### src/rtl/cond_logic_mc.sv
// Condition-check stage behind the multicycle control FSM: NZCV flags,
// condition evaluation, write-enable gating and retire/squash counters.
module cond_logic_mc #(
    parameter int COUNT_W = 32
) (
    input  logic               clk,
    input  logic               reset,
    input  logic [3:0]         Cond,
    input  logic [3:0]         ALUFlags,
    input  logic [1:0]         FlagW,
    input  logic               PCS,
    input  logic               NextPC,
    input  logic               RegW,
    input  logic               MemW,
    input  logic               IRWrite,
    input  logic               CountClr,
    output logic               PCWrite,
    output logic               RegWrite,
    output logic               MemWrite,
    output logic [3:0]         Flags,
    output logic [COUNT_W-1:0] RetireCount,
    output logic [COUNT_W-1:0] SquashCount
);

    logic       cond_ex;
    logic       cond_ex_d;
    logic       decode_cyc;
    logic       exec_tag;
    logic       in_flight;
    logic [1:0] flag_write;
    logic       n, z, c, v;

    assign n = Flags[3];
    assign z = Flags[2];
    assign c = Flags[1];
    assign v = Flags[0];

    always_comb begin
        cond_ex = 1'b1;
        unique case (Cond)
            4'b0000: cond_ex = z;
            4'b0001: cond_ex = !z;
            4'b0010: cond_ex = c;
            4'b0011: cond_ex = !c;
            4'b0100: cond_ex = n;
            4'b0101: cond_ex = !n;
            4'b0110: cond_ex = v;
            4'b0111: cond_ex = !v;
            4'b1000: cond_ex = c && !z;
            4'b1001: cond_ex = !c || z;
            4'b1010: cond_ex = (n == v);
            4'b1011: cond_ex = (n != v);
            4'b1100: cond_ex = !z && (n == v);
            4'b1101: cond_ex = z || (n != v);
            4'b1110: cond_ex = 1'b1;
            4'b1111: cond_ex = 1'b1;
        endcase
    end

    assign flag_write = FlagW & {2{cond_ex}};

    // NextPC is the FETCH increment and is never suppressed.
    assign PCWrite  = (PCS & cond_ex_d) | NextPC;
    assign RegWrite = RegW & cond_ex_d;
    assign MemWrite = MemW & cond_ex_d;

    always_ff @(posedge clk or negedge reset) begin
        if (!reset) begin
            Flags      <= '0;
            cond_ex_d  <= 1'b0;
            decode_cyc <= 1'b0;
            exec_tag   <= 1'b0;
            in_flight  <= 1'b0;
        end else begin
            if (flag_write[1]) Flags[3:2] <= ALUFlags[3:2];
            if (flag_write[0]) Flags[1:0] <= ALUFlags[1:0];
            cond_ex_d  <= cond_ex;
            decode_cyc <= IRWrite;
            if (decode_cyc) exec_tag <= cond_ex;
            if (IRWrite) in_flight <= 1'b1;
        end
    end

    // An IRWrite closes the previous instruction, tagged in its DECODE cycle.
    always_ff @(posedge clk or negedge reset) begin
        if (!reset) begin
            RetireCount <= '0;
            SquashCount <= '0;
        end else if (CountClr) begin
            RetireCount <= '0;
            SquashCount <= '0;
        end else if (IRWrite && in_flight) begin
            if (exec_tag) RetireCount <= RetireCount + 1'b1;
            else          SquashCount <= SquashCount + 1'b1;
        end
    end

endmodule

### config.mk
export PLATFORM = sky130hd
export DESIGN_NAME = cond_logic_mc
export DESIGN_NICKNAME = d
export VERILOG_FILES = /design/src/rtl/cond_logic_mc.sv
export SDC_FILE = /design/constraint.sdc
export NUM_CORES = 1
export LEC_CHECK = 0
export CAP_MARGIN = 30
export CORE_ASPECT_RATIO = 1.25
export CORE_MARGIN = 2
export CORE_UTILIZATION = 54
export DETAILED_ROUTE_END_ITERATION = 10
export HOLD_SLACK_MARGIN = 0.02
export PLACE_DENSITY = 0.86
export SYNTH_ARGS = -nofsm -noshare
export SYNTH_HDL_FRONTEND = slang
export SYNTH_SLANG_ARGS = --single-unit
### constraint.sdc
create_clock -name clk -period 3.8 [get_ports clk]
set_input_delay 1.14 -clock clk [delete_from_list [all_inputs] [get_ports clk]]
set_output_delay 1.14 -clock clk [all_outputs]
set_load 0.01 [all_outputs]
==> results of run 1 <==
state kept, by name (all words and copies together) (netlist names):
signal / flops
in_flight: 1
SquashCount: 32
cond_ex_d: 1
Flags: 4
decode_cyc: 1
RetireCount: 32
exec_tag: 1
where the power goes:
| part | internal [uW] | switching [uW] |
|---|---|---|
| sequential | 789 | 38.5 |
| clock | 370 | 287 |
| combinational | 112 | 102 |
| total | 1270 | 428 |
final cells by class:
class	instances	area, um^2	share of cell area (%)
Multi-Input combinational cell	286	1860	37.5
Sequential cell	72	1800	36.4
Timing Repair Buffer	95	936	18.9
Clock buffer	11	131	2.65
Tap cell	87	109	2.20
Clock inverter	5	81.3	1.64
Inverter	9	33.8	0.682
cells in the mapped netlist, drive strengths merged:
cell type	count
a211oi	3
a21bo	1
a21o	1
a21oi	8
a22oi	1
a311oi	1
a31oi	1
a32oi	1
a41oi	1
and2	5
and2b	1
and3	9
and4	6
buf	7
clkbuf	6
dfrtp	72
ha	2
inv	9
mux2	4
mux2i	1
nand2	24
nand3	26
nand3b	2
nand4	24
nand4b	3
nor2	63
nor3	6
nor3b	1
nor4	7
o21a	1
o21ai	4
o311a	2
o311ai	1
o31a	2
o31ai	4
or2	1
or3	6
or4	4
xnor2	13
xor2	46
layer usage:
metal  vias up  track usage [%]  share of wire, %
met5         -                0                 0
met4         0             10.4               1.5
met3        12             4.28               4.4
met2        84             41.1                52
met1      1574             29.0                42
li1       1523                -                 -
critical path: cells and delay by family:
family | cells | cell delay (ps)
AND/OR/NAND/NOR | 1 | 120
buffers and inverters | 2 | 970
logic make-up (layout without fill, tap and decap cells):
family,Yosys count,after routing,share of synthesized area (%)
compound gates,32,32,7.04
simple gates,188,188,26.3
fa+ha+maj,2,2,0.667
buf+inv,22,120,2.57
flops,72,72,48.0
xor+xnor,59,59,13.8
mux,5,5,1.67
stage by stage:
step	area, um^2	hold slack [ps]	cells	util, %
floorplan	3750	477	380	-
global placement	4730	481	548	71.2
detailed placement	4740	490	549	71.3
CTS	4950	507	565	74.5
global route	4950	522	565	74.5
finish	4950	501	565	74.5
final timing paths:
kind | startpoint | to | slack, ps | depth (start not counted)
setup / recovery | RegW | RegWrite | 440 | 3
max in group asynchronous | reset | RetireCount[7] | 2280 | 2
min in group asynchronous | reset | RetireCount[15] | 850 | 1
setup reg to reg | SquashCount[6] | SquashCount[28] | 1500 | 5
hold / removal | decode_cyc | exec_tag | 500 | 1
hold reg to reg | decode_cyc | exec_tag | 500 | 1
==> results_dict.tcl, run 1 <==
set metrics [dict create \
    outcome "completed" \
    crit_fanout 1 \
    min_period_ps 3360 \
    power_density_nw_per_um2 343 \
    die_area_um2 7630 \
    grt_pass1_vias 3273 \
    hpwl_um 6020 \
    cts.sinks 72 \
    critical_path_class "input port to output port" \
    synth_seq_area_share_pct 48.0 \
    clk_pin_slew_ps 70 \
    cp-start-kind "input port" \
    finalSetupViolCount 0 \
    crit_path_max_incr_delay_ps 520 \
    cp-end-kind "output port" \
    num_vias 3193 \
    final_antenna_net_count 0 \
    finalNetCount 493 \
    grt_pass1_wl_um 14700 \
    clockBufferDepth 2 \
    routedWlPerCell_um 15.1 \
    core-area_um2 6650 \
    fin_crit_sh_pct 88.5 \
    slowest_stage "clkdlybuf4s50_1" \
    gp_congestion 0.862 \
    hold_violations 0 \
    hold_path_class "flop to flop" \
    syn-instance-count 380 \
    relSlewSlack_pct 48.1 \
    syn_avg_cell_area_um2 9.87 \
    n_fill_cell 487 \
    ctsHoldBuffers 0 \
    worst_pin_slew_ps 772 \
    num_io_pins 89 \
    required_ps 2660 \
    synthTopCellsByArea "dfrtp_1, xor2_1, nor2_1, nand4_1, nand3_1" \
    floorplan.die.width_um 78.5 \
    drc 0 \
    setup_ws_ps 436 \
    fmax_mhz 297 \
    finalPower_uw 1700 \
    syn_nets 400 \
    fin_skew_ps 10.3 \
    syn_area_um2 3750 \
    ys_seq_elements 72 \
    yosysTopAreaCell "dfrtp_1" \
    cts-root-buf "clkbuf_8" \
    cp_common_cell "clkdlybuf4s50_1" \
    drt-total-wl_um 8530 \
    dp_slack_ps 332 \
    final_common_cell "clkdlybuf4s50_1" \
    vdd.ir_drop.worst_mv 0.301 \
    clk_latency_ps 350 \
    vias_per_cell 5.65 \
    drt-initial-drc-count 149 \
    htreeDepth 3 \
    drv_slew 0 \
    cts_inserted_buffers 9 \
    ys_types 55 \
    drv_cap 0 \
    antenna_found_initial 0 \
    critPathArrivalTime_ps 2220 \
    grt_max_degree 46 \
    netlist.area_leader.share_pct 48.0 \
    yosysWarnings 0 \
    drive_gt1_share_pct 9.00 \
    die_h_um 97.2 \
    diodes 0 \
    initial_core_util_pct 56.4 \
    drt-pass1-iter-count 4 \
    postCtsSetupRepairBufs 0 \
    area_growth_pct 32.0 \
    rows 33 \
    grt-ovfl-total 0 \
    cts-resized-gates 0 \
    layout_common_cells "clkdlybuf4s50_1, dfrtp_1, nor2_1, xor2_1, nand3_1" \
    cts_tree "built" \
    rsz0062_at_grt "false" \
    portBuffers 88 \
    total_leakage_power_uw 0.00202 \
    fin_setup_tns_ps 0 \
    crit_chain "clkdlybuf4s50_1, and2_1, clkdlybuf4s50_1" \
    grt_usage_pct 23.9 \
]
Power figures use the tool's default switching activity.
==> inputs of run 2 (changes only) <==
--- a/config.mk
+++ b/config.mk
@@ -10,7 +10,9 @@
 export CORE_MARGIN = 2
 export CORE_UTILIZATION = 54
 export DETAILED_ROUTE_END_ITERATION = 10
-export HOLD_SLACK_MARGIN = 0.02
+export GPL_ROUTABILITY_DRIVEN = 0
+export GPL_TIMING_DRIVEN = 0
+export HOLD_SLACK_MARGIN = 0.1
 export PLACE_DENSITY = 0.86
 export SYNTH_ARGS = -nofsm -noshare
 export SYNTH_HDL_FRONTEND = slang
==> run 2 against run 1 <==
  * Non-clock buffer count grew 5
  * Critical path depth is the same
  * Sequential power is essentially flat
  * Register-to-register slack gained 40 ps
  * Sequential share of layout area shrank 0.33 points
  * Clock skew is essentially flat
  * Cell area grew 0.91%
  * Via count grew 2.6%
  * Worst setup slack lost 11 ps
  * Maximum frequency shrank 0.34%
  * Highest routed layer unchanged
==> results_dict.tcl, run 2 (same netlist as run 1, synthesis figures left out) <==
set metrics [dict create \
    routedWlPerCell_um 15.7 \
    vdd.ir_drop.worst_mv 0.318 \
    crit_path_max_incr_delay_ps 530 \
    drv_cap 0 \
    hpwl_um 6240 \
    final_common_cell "clkdlybuf4s50_1" \
    htreeDepth 3 \
    cts_inserted_buffers 9 \
    diodes 0 \
    fin_util_pct 75.2 \
    relSlewSlack_pct 35.4 \
    cts-root-buf "clkbuf_8" \
    final_antenna_net_count 0 \
    cts-resized-gates 0 \
    die_area_um2 7630 \
    min_from "decode_cyc" \
    min_to "exec_tag" \
    hold_violations 0 \
    reg2reg_to "RetireCount[28]" \
    min_period_ps 3380 \
    r2r_slack_ps 1540 \
    drt-pass1-iter-count 4 \
    grt_usage_pct 24.9 \
    crit_fanout 1 \
    reg_top3 "RetireCount: 32 flops, SquashCount: 32 flops, Flags: 4 flops" \
    crit_buf_inv 2 \
    outcome "completed" \
    cp-start-kind "input port" \
    required_ps 2660 \
    critical_path_class "input port to output port" \
    floorplan.die.width_um 78.5 \
    cts_tree "built" \
    num_io_pins 89 \
    finalPower_uw 1860 \
    clk_pin_slew_ps 70 \
    grt-ovfl-total 0 \
    drt-total-wl_um 8940 \
    total_leakage_power_uw 0.00204 \
    drc 0 \
    core-area_um2 6650 \
    clk_latency_ps 350 \
    portBuffers 87 \
    crit_chain "clkdlybuf4s50_1, and2_1, clkdlybuf4s50_1" \
    grt_pass1_wl_um 15300 \
    rows 33 \
    ctsHoldBuffers 0 \
    finalSetupViolCount 0 \
    vias_per_cell 5.75 \
    layout_common_cells "clkdlybuf4s50_1, dfrtp_1, nor2_1, xor2_1, nand3_1" \
    hold_path_class "flop to flop" \
    clockBufferDepth 2 \
    cp.depth 3 \
    die_h_um 97.2 \
    initial_core_util_pct 56.4 \
    whs_path_depth 1 \
    postCtsSetupRepairBufs 0 \
    slowest_stage "clkdlybuf4s50_1" \
    antenna_found_initial 0 \
    rsz0062_at_grt "false" \
    worst_pin_slew_ps 960 \
    grt_max_degree 73 \
    crit_family "buffers and inverters" \
    placed_cell_area_um2 4730 \
    critPathArrivalTime_ps 2240 \
    fin_skew_ps 10.6 \
    cp_common_cell "clkdlybuf4s50_1" \
    crit_start "RegW" \
    area_growth_pct 33.2 \
    cp-end-kind "output port" \
    final_area_um2 5000 \
    drt-initial-drc-count 260 \
    cts.sinks 72 \
    drive_gt1_share_pct 8.07 \
    fin_crit_sh_pct 88.8 \
    power_density_nw_per_um2 373 \
    fin_setup_tns_ps 0 \
    fmax_mhz 296 \
    num_vias 3276 \
    drv_slew 0 \
    finalNetCount 498 \
    r2r-start "RetireCount[2]" \
    grt_pass1_vias 3235 \
    r2r_cells 6 \
]
==> run 2: cell types whose count changed in the layout (fill, tap and decap cells not counted), moves of 2 or more <==
cell and change:
bufinv_16 +2, buf_1 +3, buf_4 -4, clkbuf_1 +5
==> run 2: how the worst max path moves through the flow <==
stage | end | slack (ps)
2_1_floorplan | Flags[3] | 1020
3_3_place_gp | SquashCount[20] | -790
3_5_place_dp | RetireCount[28] | 390
4_1_cts | RegWrite | 410
5_1_grt | PCWrite | 390
6_report | RegWrite | 420
==> run 2: area by class of cell <==
class | instances | area [um^2]
Buffer | 13 | 62.6
Clock buffer | 11 | 141
Clock inverter | 5 | 128
Fill cell | 473 | 1650
Inverter | 9 | 33.8
Multi-Input combinational cell | 286 | 1850
Sequential cell | 72 | 1800
Tap cell | 87 | 109
Timing Repair Buffer | 87 | 868
==> run 2: through the flow <==
stage               hold slack [ps]  cells  setup WS, ps
CTS                             509    570           412
global placement                482    554          -785
global route                    528    570           391
detailed placement              493    554           386
floorplan                       477    380          1020
finish                          506    570           424
==> run 2: report_power, final <==
group,switching [uW],internal [uW]
Sequential,38.3,789
Clock,296,521
Combinational,105,113
Total,440,1420
==> run 2: per-layer routing <==
layer  vias to the layer above  global-route usage [%]  wire [um]
li1                       1546                       -          -
met1                      1617                    30.9       3690
met2                        99                    42.0       4600
met4                         0                    8.37        169
met5                         -                       0          0
met3                        14                    6.41        483
==> inputs of run 3 (changes only) <==
--- a/config.mk
+++ b/config.mk
@@ -5,15 +5,16 @@
 export SDC_FILE = /design/constraint.sdc
 export NUM_CORES = 1
 export LEC_CHECK = 0
+export ABC_AREA = 0
 export CAP_MARGIN = 30
 export CORE_ASPECT_RATIO = 1.25
 export CORE_MARGIN = 2
 export CORE_UTILIZATION = 54
 export DETAILED_ROUTE_END_ITERATION = 10
-export GPL_ROUTABILITY_DRIVEN = 0
 export GPL_TIMING_DRIVEN = 0
 export HOLD_SLACK_MARGIN = 0.1
 export PLACE_DENSITY = 0.86
+export SKIP_CTS_REPAIR_TIMING = 1
 export SYNTH_ARGS = -nofsm -noshare
 export SYNTH_HDL_FRONTEND = slang
 export SYNTH_SLANG_ARGS = --single-unit
==> results of run 3 <==
Final layout, timing and power as in run 2 (identical DEF).
